[src/rtl/wave_voice_bank.sv]
// wave_voice_bank
//   Multi-voice waveform generator and mixer. Each voice steps through a
//   64-step phase grid at a rate set by its period register. It produces a
//   square, saw, triangle or sine sample. The samples are summed into a
//   registered mix.
//
// Ports
//   clk        system clock
//   reset      synchronous, active-high; mutes every voice and clears outputs
//   waveform   00 square, 01 saw, 10 triangle, 11 sine (shared by all voices)
//   period     voice i period in clock ticks at [i*PW +: PW]
//   load       load[i] latches voice i period and restarts its phase
//   voice_out  registered per-voice samples, voice i at [i*AW +: AW]
//   mix        registered sum of all voice samples
module wave_voice_bank #(
    parameter int unsigned VOICES = 3,
    parameter int unsigned PW     = 33,
    parameter int unsigned AW     = 4,
    localparam int unsigned MW    = AW + $clog2(VOICES)
) (
    input  logic                 clk,
    input  logic                 reset,
    input  logic [1:0]           waveform,
    input  logic [VOICES*PW-1:0] period,
    input  logic [VOICES-1:0]    load,
    output logic [VOICES*AW-1:0] voice_out,
    output logic [MW-1:0]        mix
);

    localparam int unsigned AMAX = (1 << AW) - 1;

    // Sine table, scaled to the full AW-bit range and rounded to nearest.
    function automatic logic [64*AW-1:0] gen_sine();
        logic [64*AW-1:0] lut;
        real              x;
        int               v;
        lut = '0;
        for (int unsigned k = 0; k < 64; k++) begin
            x = (0.5 + 0.5 * $sin(2.0 * 3.14159265358979323846 * real'(k) / 64.0))
                * real'(AMAX);
            v = $rtoi(x + 0.5);
            lut[k*AW +: AW] = v[AW-1:0];
        end
        return lut;
    endfunction

    localparam logic [64*AW-1:0] SINE_LUT = gen_sine();

    // Sample for phase step s. The non-sine shapes are built as 6-bit values.
    // Only their top AW bits are kept.
    function automatic logic [AW-1:0] shape(input logic [5:0] s, input logic [1:0] wf);
        logic [5:0]  v;
        int unsigned idx;
        case (wf)
            2'b00:   v = s[5] ? 6'd63 : 6'd0;
            2'b01:   v = s;
            2'b10:   v = s[5] ? {~s[4:0], 1'b1} : {s[4:0], 1'b0};
            default: v = '0;
        endcase
        idx = int'(s) * AW;
        if (wf == 2'b11) begin
            return SINE_LUT[idx +: AW];
        end
        return v[5 -: AW];
    endfunction

    logic [PW-1:0] period_r [VOICES];
    logic [PW-1:0] period_n [VOICES];
    logic [PW-1:0] cnt_r    [VOICES];
    logic [PW-1:0] cnt_n    [VOICES];
    logic [PW-1:0] len      [VOICES];
    logic [5:0]    step_r   [VOICES];
    logic [5:0]    step_n   [VOICES];
    logic [AW-1:0] sample_r [VOICES];
    logic [AW-1:0] sample_n [VOICES];
    logic [MW-1:0] mix_n;

    always_comb begin
        mix_n     = '0;
        voice_out = '0;
        for (int unsigned i = 0; i < VOICES; i++) begin
            // Step length: the low 6 period bits are dropped, minimum one clock.
            len[i] = period_r[i] >> 6;
            if (len[i] == '0) begin
                len[i] = PW'(1);
            end

            period_n[i] = period_r[i];
            cnt_n[i]    = cnt_r[i];
            step_n[i]   = step_r[i];
            if (load[i]) begin
                period_n[i] = period[i*PW +: PW];
                cnt_n[i]    = '0;
                step_n[i]   = '0;
            end else if (period_r[i] == '0) begin
                cnt_n[i]  = '0;
                step_n[i] = '0;
            end else if (cnt_r[i] == len[i] - PW'(1)) begin
                cnt_n[i]  = '0;
                step_n[i] = step_r[i] + 6'd1;
            end else begin
                cnt_n[i] = cnt_r[i] + PW'(1);
            end

            // The sample is taken from the post-edge state. A new step and a
            // freshly loaded period are therefore visible on the same edge.
            sample_n[i] = (period_n[i] == '0) ? '0 : shape(step_n[i], waveform);

            voice_out[i*AW +: AW] = sample_r[i];
            mix_n = mix_n + MW'(sample_r[i]);
        end
    end

    always_ff @(posedge clk) begin
        if (reset) begin
            for (int unsigned i = 0; i < VOICES; i++) begin
                period_r[i] <= '0;
                cnt_r[i]    <= '0;
                step_r[i]   <= '0;
                sample_r[i] <= '0;
            end
            mix <= '0;
        end else begin
            for (int unsigned i = 0; i < VOICES; i++) begin
                period_r[i] <= period_n[i];
                cnt_r[i]    <= cnt_n[i];
                step_r[i]   <= step_n[i];
                sample_r[i] <= sample_n[i];
            end
            mix <= mix_n;
        end
    end

endmodule
[config.mk]
export PLATFORM = sky130hd
export DESIGN_NAME = wave_voice_bank
export DESIGN_NICKNAME = d
export VERILOG_FILES = /design/src/rtl/wave_voice_bank.sv
export SDC_FILE = /design/constraint.sdc
export NUM_CORES = 1
export LEC_CHECK = 0
export CORE_MARGIN = 8
export CORE_UTILIZATION = 40
export CTS_CLUSTER_DIAMETER = 150
export DETAILED_ROUTE_END_ITERATION = 16
export SETUP_SLACK_MARGIN = 0.3
export SLEW_MARGIN = 20
export SYNTH_ARGS = -nofsm -noshare
export SYNTH_HDL_FRONTEND = slang
export SYNTH_SLANG_ARGS = --single-unit
[constraint.sdc]
create_clock -name clk -period 16.6 [get_ports clk]
set_input_delay 1.66 -clock clk [delete_from_list [all_inputs] [get_ports clk]]
set_output_delay 1.66 -clock clk [all_outputs]
set_load 0.01 [all_outputs]
Word level (Yosys, flattened, before mapping)
Memories as Yosys holds them, arrays and structs flattened.
Cells that the tools add are included.
{"block": "op_classes", "addsub": 11, "mul": 0, "div": 0, "n_lt_le_gt_ge": 0, "eq_ne": 6, "shift": 3, "n_mux": 58, "bitwise": 15, "reduce_logical": 10}
{"cell": "$shiftx A256 B9 Y4 const A", "count": 3}
{"cell": "$mux W33", "count": 18}
{"cell": "$logic_not A33 Y1", "count": 9}
{"cell": "$mux W6", "count": 18}
{"cell": "$add A33 B1 Y33 const B", "count": 3}
{"cell": "$eq A33 B33 Y1", "count": 3}
{"cell": "$mux W27", "count": 3}
{"cell": "$sub A33 B1 Y33 const B", "count": 2}
{"cell": "$pmux W6 S3", "count": 3}
{"cell": "$mux W4", "count": 12}
{"cell": "$sub A27 B1 Y28 const B", "count": 1}
{"cell": "$add A6 B1 Y6 const B", "count": 3}
{"cell": "$not A5 Y5", "count": 3}
{"cell": "$or A1 B1 Y1", "count": 12}
{"cell": "$add A5 B4 Y6", "count": 1}
{"cell": "$add A4 B4 Y5", "count": 1}
{"cell": "$eq A2 B2 Y1 const B", "count": 2}
{"cell": "$mux W1", "count": 4}
{"cell": "$eq A2 B1 Y1 const B", "count": 1}
{"cell": "$logic_not A2 Y1", "count": 1}
{"block": "word_totals", "regBits": 6, "latchBits": 0, "ramBits": 228, "rom_bits": 0, "input_bits": 106, "output_inout_bits": 18, "wordCells": 108, "mem_count": 4}
{"name": "cnt_r", "depth": 3, "word_bits": 33, "rd": 3, "rd_ports_with_merged_regs": 0, "write_ports": 3, "line_no": "69", "rtl": "logic [PW-1:0] cnt_r [VOICES];"}
{"name": "period_r", "depth": 3, "word_bits": 33, "rd": 3, "rd_ports_with_merged_regs": 0, "write_ports": 3, "line_no": "67", "rtl": "logic [PW-1:0] period_r [VOICES];"}
{"name": "step_r", "depth": 3, "word_bits": 6, "rd": 3, "rd_ports_with_merged_regs": 0, "write_ports": 3, "line_no": "72", "rtl": "logic [5:0] step_r [VOICES];"}
{"name": "sample_r", "depth": 3, "word_bits": 4, "rd": 3, "rd_ports_with_merged_regs": 0, "write_ports": 3, "line_no": "74", "rtl": "logic [AW-1:0] sample_r [VOICES];"}

Depth between registers and ports, before layout
An unclocked memory read counts as a cell.
{"block": "depth", "word_depth": 14, "mapped_depth": 27, "mapped_depth_nobuf": 22}

Worst setup path before layout
Ideal clock, no wire load.
{"block": "synth_timing", "path_type": "reg-to-reg", "start": "mem period_r[2][14], in the netlist period_r[0][80]", "end": "mem sample_r[2][0], in the netlist sample_r[0][8]", "setup_ns": 0.117, "arrival_time_ns": 5.838, "required_time_ns": 16.483, "path_slack_ns": 10.645, "path_stages_with_launch": 25, "period_less_slack_ns": 5.955, "cell_sequence": "dfxtp_1 -> buf_6 -> or4_4 -> nor4b_4 -> buf_4 -> a21oi_1 -> ha_1 -> xnor2_1 -> or4_1 -> a211o_1 -> a221o_1 -> or4_1 -> a2111o_1 -> or2_1 -> buf_6 -> clkbuf_1 -> and2_0 -> o21ai_0 -> inv_1 -> ha_1 -> inv_1 -> nand4_1 -> o211ai_1 -> o2111ai_1 -> and4b_1"}
{"item": "start, declared", "line_no": "67"}
{"item": "end, declared", "line_no": "74"}

==> impl_metrics.ini <==
[worst_hold_path]
worstHoldStart = period_r[0][67]
hold_depth = 2
hp-class = flip-flop to flip-flop
holdPathEnd = period_r[0][67]

[place]
portBuffers = 123
final_weighted_congestion_of_routability_driven_global_placement = 0.890
postPlaceCellArea_mm2 = 0.0171
detailed_place_hpwl_um = 33500

[power_and_ir_drop]
post-layout-total-power_mw = 1.47
vdd_ir_max_uv = 70.6
power.static_leakage_nw = 6.94
powerDensity_mw_per_mm2 = 81.1

[grt]
grt_pass1_vias = 14100
grt_use_total_pct = 19.3
grt.overflow.total = 0
antenna_found_initial = 0
grt_start_max_net_pins = 67
wire_length_of_the_first_global_routing_pass_um = 73600

[setup_path]
reg_to_reg_critical_path_endpoint = sample_r[0][8]
startpoint_type = flip-flop
slowest_cell_delay_on_critical_path_ns = 0.63
rr_worst_depth = 20
critPathCaptureType = flip-flop
data_arrival_critical_path_ns = 7.29
path_cells = or4_4, nor4b_4, a21oi_1, ha_1, xnor2_1, or4_1, a211o_1, a221o_1, or4_1, a2111o_1, or2_1, and2_0, o21ai_0, inv_1, ha_1, inv_1, nand4_1, o211ai_1, o2111ai_1, and4b_1
critical_path.reg2reg.startpoint = period_r[0][80]
worstPathMaxFanout = 13
timing.critical_path.buf_inv = 2
timing.critical_path.slowest_stage_cell = sky130_fd_sc_hd__o21ai_0
reg2reg_slack_ns = 9.76
critPathTopFamily = simple AND/OR/NAND/NOR gates
cp_data_required_time_ns = 17.05
worstSetupPathType = flip-flop to flip-flop

[outcome]
outcome = finished, final reports clean

[clock_tree]
holdBufCountCts = 0
cts-root-buf = sky130_fd_sc_hd__clkbuf_16
clkLatencyLatePin_ns = 0.56
post_cts_resize_count = 0
post_cts.repair.setup_buffers = 0
clockBufferDepth = 3
clkSlewWorstSetupHoldPaths_ns = 0.06
cts_buffers = 29
tritoncts = built
cts_htree_levels = 1
cts_num_sinks = 234

[synthesis]
ys_seq_area_share_pct = 30.0
number_of_synthesized_flops_with_an_enable_pin = 0
synth.distinct_cells = 91
avgSynthCellArea_um2 = 7.98
ys_warn_count = 0
synth.net_count = 2105
synthCells = 1958
ys_async_sr_fraction_pct = 0
syn_area_mm2 = 0.0156
netlist.area_leader.share_pct = 30.0
post_synth_main_area_contributors = sky130_fd_sc_hd__dfxtp_1 (30%), sky130_fd_sc_hd__mux2i_1 (8.5%), sky130_fd_sc_hd__nor2_1 (8.1%)
ys_seq_elements = 234
synth.largest_area_cell = sky130_fd_sc_hd__dfxtp_1
prevailing_post_synth_register_cell = sky130_fd_sc_hd__dfxtp_1

[floorplan]
dieArea_mm2 = 0.0456
pin_count = 124
coreArea_mm2 = 0.0386
die_y_um = 214
row_count = 72
die-width_um = 214
floorplan.initialDensity_pct = 40.5

[route]
wirelength_um = 44600
detail_route.iter0.violations = 938
first_pass_iters = 5
drt-vias-per-instance = 5.63
routed-via-count = 14300
avgRoutedWirePerCell_um = 17.6
drc = 0
route.antenna.remaining_nets = 0

[layout]
most-common-layout-cells = sky130_fd_sc_hd__nor2_1 (339), sky130_fd_sc_hd__dfxtp_1 (234), sky130_fd_sc_hd__mux2i_1 (132)
fin_nets = 2152
seq_area_mm2 = 0.00468
post_route_cells_drive_above_1_share_pct = 5.19
postLayoutCellArea_mm2 = 0.0181
flow.area_growth_from_synthesis_pct = 15.7
fillCellCount = 3873
diodes = 0
multiInputGateArea_mm2 = 0.0103
layout_commonest_cell = sky130_fd_sc_hd__nor2_1

[timing]
achievable-frequency_ghz = 0.146
timing.slew.headroom_pct = 33.8
final_max_slew_viol_count = 0
period_minus_slack_ns = 6.84
worstMarginPinSlew_ns = 0.966
totalNegativeSetupSlack_ns = 0
layout_worst_path_cycle_share_pct = 41.2
final-setup-viol-count = 0
hold_viol_final = 0
rsz0062_at_grt = false
final.setup_skew_ns = 0.0105

[job]
timing.max_cap.violations = 0
-- worst max-delay path by stage --
| stage | startpoint | end | slack, ns | cells past startpoint |
|---|---|---|---|---|
| 2_1_floorplan | period_r[0][80] | sample_r[0][8] | 10.65 | 24 |
| 3_3_place_gp | period_r[0][80] | sample_r[0][8] | 10.12 | 20 |
| 3_5_place_dp | period_r[0][80] | sample_r[0][8] | 9.90 | 20 |
| 4_1_cts | period_r[0][80] | sample_r[0][8] | 9.87 | 20 |
| 5_1_grt | period_r[0][80] | sample_r[0][8] | 9.38 | 20 |
| 6_report | period_r[0][80] | sample_r[0][8] | 9.76 | 20 |
-- sequential cells by signal (all words and copies together) (netlist names) --
signal    flops
cnt_r        99
mix           6
sample_r     12
step_r       18
period_r     99
-- cell usage after synthesis, types with 7 or more instances --
cell                        count
sky130_fd_sc_hd__a211o_1        7
sky130_fd_sc_hd__a211oi_1      15
sky130_fd_sc_hd__a21oi_1       53
sky130_fd_sc_hd__a311oi_1       9
sky130_fd_sc_hd__a31oi_1       23
sky130_fd_sc_hd__and2_1        14
sky130_fd_sc_hd__and3_1        46
sky130_fd_sc_hd__and4_1        15
sky130_fd_sc_hd__buf_1         12
sky130_fd_sc_hd__clkbuf_1      95
sky130_fd_sc_hd__dfxtp_1      234
sky130_fd_sc_hd__ha_1          36
sky130_fd_sc_hd__inv_1         47
sky130_fd_sc_hd__mux2i_1      132
sky130_fd_sc_hd__nand2_1      115
sky130_fd_sc_hd__nand2b_1       8
sky130_fd_sc_hd__nand3_1       80
sky130_fd_sc_hd__nand4_1       27
sky130_fd_sc_hd__nand4b_1       7
sky130_fd_sc_hd__nor2_1       339
sky130_fd_sc_hd__nor2b_1       10
sky130_fd_sc_hd__nor3_1        65
sky130_fd_sc_hd__nor3b_1        8
sky130_fd_sc_hd__nor4_1        67
sky130_fd_sc_hd__nor4b_1        7
sky130_fd_sc_hd__o2111ai_1      9
sky130_fd_sc_hd__o211a_1        7
sky130_fd_sc_hd__o211ai_1      14
sky130_fd_sc_hd__o21ai_0       43
sky130_fd_sc_hd__o221ai_1       7
sky130_fd_sc_hd__or2_2         10
sky130_fd_sc_hd__or3_1         14
sky130_fd_sc_hd__or4_1         22
sky130_fd_sc_hd__xnor2_1      106
sky130_fd_sc_hd__xor2_1       111
-- worst reg2reg max path, delay by kind of cell, from the launching register on --
family                     cells  cell delay [ns]
xor gates and xnor gates       1             0.13
buffers and inverters          2             0.34
adders and majority gates      2             0.68
and+or+nand+nor                8             3.12
DFF                            1             0.39
AOI/OAI and AO/OA              7             2.06
-- kinds of logic (layout without fill, tap and decap cells) --
family	count (synthesis)	after routing	share of synthesized area, %
compound gates	272	272	12.3
xor+xnor	217	217	12.2
fa+ha+maj	41	41	3.52
buf+inv	165	231	4.15
flops	234	234	30.0
mux	139	139	8.99
simple gates	890	890	28.8
-- cell type report --
type                            instances  area share (%)
Clock buffer                           38            4.42
Clock inverter                         12           0.962
Inverter                               47           0.976
Multi-Input combinational cell       1559            57.0
Sequential cell                       234            25.9
Tap cell                              518            3.59
Timing Repair Buffer                  134            7.17
-- per-stage QoR --
stage / hold WS [ns] / std cells / setup slack (ns) / util [%]
global route: 0.530 / 2542 / 9.38 / 46.9
CTS: 0.498 / 2542 / 9.87 / 46.9
finish: 0.492 / 2542 / 9.76 / 46.9
global placement: 0.474 / 2492 / 10.12 / 44.3
detailed placement: 0.483 / 2492 / 9.90 / 44.3
floorplan: 0.448 / 1958 / 10.65 / -
-- metal layers --
layer  routed length, µm  GRT usage [%]  vias to the layer above
met3                1790           2.66                       77
li1                    -              -                     7101
met4                1280           5.72                        0
met2               20500           32.0                      338
met5                   0              0                        -
met1               21100           25.8                     6803
-- power breakdown --
| group | leakage (nW) | switching, mW | internal (mW) |
|---|---|---|---|
| Combinational | 4.57 | 0.119 | 0.0965 |
| Clock | 0.465 | 0.246 | 0.398 |
| Sequential | 1.91 | 0.0273 | 0.579 |
Note: power is estimated with default switching activity, not from simulation.
==> RTL edit 1, RTL diff (same settings) <==
Put a register stage on the output `voice_out`, cleared by the reset. The value now appears one clock later. The other outputs are not delayed to match. Comments in the files are not updated.
--- a/src/rtl/wave_voice_bank.sv
+++ b/src/rtl/wave_voice_bank.sv
@@ -29,4 +29,6 @@
 
     localparam int unsigned AMAX = (1 << AW) - 1;
+
+    logic [VOICES*AW-1:0] voice_d;
 
     // Sine table, scaled to the full AW-bit range and rounded to nearest.
@@ -78,5 +80,5 @@
     always_comb begin
         mix_n     = '0;
-        voice_out = '0;
+        voice_d = '0;
         for (int unsigned i = 0; i < VOICES; i++) begin
             // Step length: the low 6 period bits are dropped, minimum one clock.
@@ -107,5 +109,5 @@
             sample_n[i] = (period_n[i] == '0) ? '0 : shape(step_n[i], waveform);
 
-            voice_out[i*AW +: AW] = sample_r[i];
+            voice_d[i*AW +: AW] = sample_r[i];
             mix_n = mix_n + MW'(sample_r[i]);
         end
@@ -132,3 +134,11 @@
     end
 
+    always_ff @(posedge clk) begin
+        if (reset) begin
+            voice_out <= '0;
+        end else begin
+            voice_out <= voice_d;
+        end
+    end
+
 endmodule
Formal check against the unedited RTL: not equivalent (a bounded check fails within 4 cycles, from zero or initial values and one cycle with reset high).
==> RTL edit 1 against the unedited design <==
Worst setup slack got worse by 0.043 ns; sequential cell count rose by 12; non-clock buffer count down 4; count of clock-buffer cells in the layout down 1; clock power up 7.1%; synthesized area up 2.4%; wire length grew 1.3%; hold slack worse by 0.0069 ns; cell area increased by 2.5%; combinational power increased by 3%; power rose by 5.6%; global-route usage is 0.59 points lower; critical endpoint is now sample_r[0][9].
==> RTL edit 1: results (changes against the unedited design) <==
outcome completed (unchanged); flop2flop setup slack 9.71 ns (was 9.76 ns); met1 Usage GRT 0.2591 (was 0.2581); Post-Syn Nets 2102 (was 2105); per-cell routed wire length 17.70 um (was 17.56 um); Slew @ Worst Pin 0.9813 ns (was 0.9659 ns); layout cells sized above 1 0.05766 (was 0.05188); Top Registers cnt_r: 99 flops, period_r: 99 flops, step_r: 18 flops (unchanged); CTS Buf Count 29 (unchanged); RR Endpoint sample_r[0][9] (was sample_r[0][8]); WHS Path Cells 1 (was 2); global-route met3 utilization 0.03301 (was 0.02660); Hold Crit Class reg -> reg (unchanged); GRT Total Usage 0.1868 (was 0.1928); largest net degree at the start of global routing 75 (was 67); clk_lat worst skew 0.56 ns (about the same); clk slew on worst S/H paths 0.06 ns (about the same); dpl hpwl 34010 um (was 33500 um); worst hold start sample_r[0][9] (was period_r[0][67]); Fin Hold WS 0.4852 ns (was 0.4921 ns); initial antenna violation count 0 (unchanged); sequential-to-total area share from yosys stat 0.3080 (was 0.2999); crit path from period_r[0][92] (was period_r[0][80]); first-pass GRT wire length 73930 um (was 73600 um); post-CTS setup buffers 0 (unchanged); maximum fanout along the worst path 10 (was 13); Longest Clk Path Bufs 3 (unchanged); Async SR Flop Fraction 0 (unchanged); WP data arrival 7.31 ns (was 7.29 ns); post-route ant nets 0 (unchanged); Synth cell types 101 (was 91); Synthesis Warnings 0 (unchanged); vias in the first global route 13930 (was 14080); Hold Path Sink voice_out[9] (was period_r[0][67]); worst r2r path cells 22 (was 20); met2 Use GR 0.2993 (was 0.3199); most instantiated cells after synthesis nor2_1 (322), dfxtp_1 (246), xor2_1 (124) (was nor2_1 (339), dfxtp_1 (234), mux2i_1 (132)); Iter 0 DRT Violations 934 (was 938); clock root cell clkbuf_16 (unchanged); gpl congestion 0.9105 (was 0.8897); Pre-antenna DRT Iters 6 (was 5); Setup Skew 0.01839 ns (was 0.01049 ns); vias per inst 5.667 (was 5.633); Pleak 7.139 nW (was 6.942 nW); post-CTS sizing 0 (unchanged); antenna diode count 0 (unchanged); worst vdd ir 0.05952 mV (was 0.07062 mV); CTS H-tree lvls 1 (unchanged); ranking of synthesized cells by area dfxtp_1 (31%), nor2_1 (7.6%), mux2i_1 (7.5%), xor2_1 (6.8%), xnor2_1 (5.0%) (was dfxtp_1 (30%), mux2i_1 (8.5%), nor2_1 (8.1%), xor2_1 (6.2%), xnor2_1 (5.9%)); fin nets 2154 (was 2152); number of flops mapped to enable cells by yosys 0 (unchanged); Main synth FF type dfxtp_1 (unchanged); IO buf count 123 (unchanged)
## RTL edit 1: changes by cell type in the layout (fill, tap and decap cells not counted), moves of 14 or more
cell     before  now
nand4_1      27   49
nor3_1       65   51
nand2_1     113   94
nor4_1       67   50
nor2b_1      10   27
xnor2_1     106   92
o21ai_0      43   58
nor2_1      339  322
## RTL edit 1: metrics by stage
stage	area, um^2	cells	setup WS [ns]
floorplan	15990	1955	10.61
global placement	17480	2501	10.14
detailed placement	17480	2501	9.867
CTS	18520	2554	9.850
global route	18530	2554	9.058
finish	18530	2554	9.712
## RTL edit 1: worst max-delay path: stages (launching register included)
cell	delay (ns)
dfxtp_1	0.40
or4_1	0.56
nand2b_1	0.26
nor2_1	0.32
a21oi_1	0.12
ha_1	0.32
xnor2_1	0.14
or4_1	0.41
a21o_1	0.16
a2111oi_0	0.41
nand4_1	0.22
a2111oi_4	0.55
nand4_2	0.40
and2_0	0.28
o21ai_0	0.54
inv_1	0.23
ha_1	0.27
a31oi_1	0.17
o32ai_1	0.10
a311oi_1	0.22
a311o_1	0.15
o21ai_1	0.07
a2111oi_1	0.44
## RTL edit 1: routing by layer
metal  vias up  share of wire
met5         -              0
met4         0          0.018
met3        54          0.059
met2       412           0.44
met1      6845           0.48
li1       7162              -
## RTL edit 1: worst max path at each step
stage / end / slack (ns) / cells after the start
after floorplan: sample_r[0][8] / 10.61 / 21
after global placement: sample_r[0][9] / 10.14 / 22
after detailed placement: sample_r[0][9] / 9.87 / 22
after CTS: sample_r[0][9] / 9.85 / 22
after global routing: sample_r[0][9] / 9.06 / 22
final: sample_r[0][9] / 9.71 / 22
## RTL edit 1: final cells by class
class,count,area [um^2]
Timing Repair Buffer,130,1266
Multi-Input combinational cell,1558,10480
Tap cell,525,656.9
Fill cell,3925,21120
Clock inverter,16,245.2
Inverter,42,157.7
Sequential cell,246,4925
Clock buffer,37,795.8
## RTL edit 1: logic make-up after synthesis
group	Yosys count	share of synthesized area
mux	127	0.08053
simple gates	878	0.2872
buf+inv	151	0.03678
xor+xnor	218	0.1204
fa+ha+maj	41	0.03443
flops	246	0.3080
compound gates	294	0.1327
## RTL edit 1: power by group
group | switching [mW] | leakage, nW | internal, mW | total (mW)
clock network | 0.259 | 0.504 | 0.431 | 0.690
logic | 0.125 | 4.63 | 0.0962 | 0.221
registers | 0.0290 | 2.01 | 0.608 | 0.637
total | 0.412 | 7.14 | 1.14 | 1.55
==> RTL edit 2, RTL diff (same settings) <==
Without the edit above. The parameter `PW` goes from 33 to 66.
--- a/src/rtl/wave_voice_bank.sv
+++ b/src/rtl/wave_voice_bank.sv
@@ -15,5 +15,5 @@
 module wave_voice_bank #(
     parameter int unsigned VOICES = 3,
-    parameter int unsigned PW     = 33,
+    parameter int unsigned PW     = 66,
     parameter int unsigned AW     = 4,
     localparam int unsigned MW    = AW + $clog2(VOICES)
Ports: changed (resized period); port bits go from 124 to 223. The function was not compared with the original's and may differ.
==> RTL edit 2 against the unedited design <==
Largest cell class unchanged; sequential cell count up 198; worst setup slack worse by 0.96 ns; synthesized area up 80%; via count up 80%; wire length up 110%; count of clock-buffer cells in the layout up 36; power up 87%; sequential power up 86%; cell area up 81%.
==> RTL edit 2: results (changes against the unedited design) <==
GRT Total Usage 0.2288 (was 0.1928); vias in the first global route 24730 (was 14080); worst vdd ir 0.06306 mV (was 0.07062 mV); outcome completed (unchanged); Period Utilization, post-route 0.4702 (was 0.4123); Main synth FF type dfxtp_1 (unchanged); global-route met3 utilization 0.03411 (was 0.02660); Via Count 25840 (was 14320); top cell type's share of synthesized area 0.3078 (was 0.2999); largest net degree at the start of global routing 94 (was 67); clk_lat worst skew 0.60 ns (was 0.56 ns); Pleak 12.04 nW (was 6.942 nW); IO buf count 222 (was 123); WP data arrival 8.26 ns (was 7.29 ns); syn avg cell area 8.190 um^2 (was 7.977 um^2); Final Non-Filler Cells 4539 (was 2542); Fin Hold WS 0.4959 ns (was 0.4921 ns); dpl hpwl 72700 um (was 33500 um); sequential-to-total area share from yosys stat 0.3078 (was 0.2999); ranking of synthesized cells by area dfxtp_1 (31%), mux2i_1 (8.5%), nor2_1 (8.1%), xnor2_1 (6.8%), xor2_1 (6.8%) (was dfxtp_1 (30%), mux2i_1 (8.5%), nor2_1 (8.1%), xor2_1 (6.2%), xnor2_1 (5.9%)); flop2flop setup slack 8.80 ns (was 9.76 ns); layout cells sized above 1 0.06252 (was 0.05188); Iter 0 DRT Violations 1938 (was 938); gpl congestion 0.9712 (was 0.8897); per-cell routed wire length 20.61 um (was 17.56 um); Placed Area 30980 um^2 (was 17090 um^2); Setup Skew 0.02536 ns (was 0.01049 ns); worst r2r path cells 23 (was 20); RR Endpoint sample_r[0][2] (was sample_r[0][8]); WHS Path Cells 2 (unchanged); Post-Syn Nets 3677 (was 2105); crit path from period_r[0][16] (was period_r[0][80]); CTS Buf Count 50 (was 29); initial antenna violation count 0 (unchanged); most instantiated cells after synthesis nor2_1 (606), dfxtp_1 (432), mux2i_1 (240) (was nor2_1 (339), dfxtp_1 (234), mux2i_1 (132)); first-pass GRT wire length 146000 um (was 73600 um); CTS H-tree lvls 2 (was 1); met2 Use GR 0.3758 (was 0.3199); worst hold start period_r[0][70] (was period_r[0][67]); Synth cell types 114 (was 91); Placed Cells incl. Taps 4448 (was 2492); routed length on met2 43120 um (was 20480 um); Top Registers cnt_r: 198 flops, period_r: 198 flops, step_r: 18 flops (was cnt_r: 99 flops, period_r: 99 flops, step_r: 18 flops); met1 Usage GRT 0.3083 (was 0.2581); Hold Path Sink period_r[0][70] (was period_r[0][67]); M1 wire length 42220 um (was 21090 um); Slew @ Worst Pin 0.9568 ns (was 0.9659 ns); fin nets 3806 (was 2152); routed wl met3 5446 um (was 1794 um)
==> RTL edit 2: cell types whose count changed in the layout (fill, tap and decap cells not counted), sizes merged, moves of 37 or more <==
cell,delta
clkbuf,+37
clkdlybuf4s50,+99
dfxtp,+198
mux2i,+109
nand2,+93
nand3,+56
nand4,+68
nor2,+270
nor3,+44
nor4,+91
xnor2,+112
xor2,+109
==> RTL edit 2: final cells by class <==
type                       instances  area [um^2]
multi-input combinational       2776        18550
tap                              940         1176
sequential                       432         8648
clock inverter                    17        235.2
inverter                          53        198.9
fill                            6950        37040
clock buffer                      74         1533
timing repair buffer             247         2406
==> RTL edit 2: where the power goes <==
group          total [mW]  internal [mW]  switching, mW
logic               0.436          0.185          0.251
registers            1.13           1.07         0.0587
clock network        1.18          0.715          0.461
total                2.74           1.97          0.771
==> RTL edit 2: worst max-delay path: stages (launching register included) <==
cell       delay (ns)
dfxtp_1          0.38
nor4_2           0.58
nand4_1          0.70
or4_1            0.85
nor3_2           0.37
nor2_1           0.08
ha_1             0.24
nor4b_4          0.18
nand3_1          0.31
o2111a_1         0.22
a31oi_1          0.05
a2111oi_0        0.54
nand4_1          0.23
a2111o_1         0.57
nor4_2           0.31
buf_4            0.23
mux2i_1          0.33
nand2b_1         0.34
inv_1            0.19
ha_1             0.21
nand2b_1         0.16
nand3_1          0.10
a21oi_1          0.06
o32ai_1          0.41
==> RTL edit 2: logic make-up (layout without fill, tap and decap cells) <==
logic type / Yosys count / in the layout / synth area share
AO/OA/AOI/OAI: 375 / 375 / 0.09707
XOR/XNOR: 439 / 439 / 0.1379
adder cells (fa/ha/maj): 41 / 41 / 0.01959
buffers and inverters: 223 / 391 / 0.03224
flip-flops: 432 / 432 / 0.3078
multiplexers: 257 / 257 / 0.09337
AND/OR/NAND/NOR: 1664 / 1664 / 0.3121
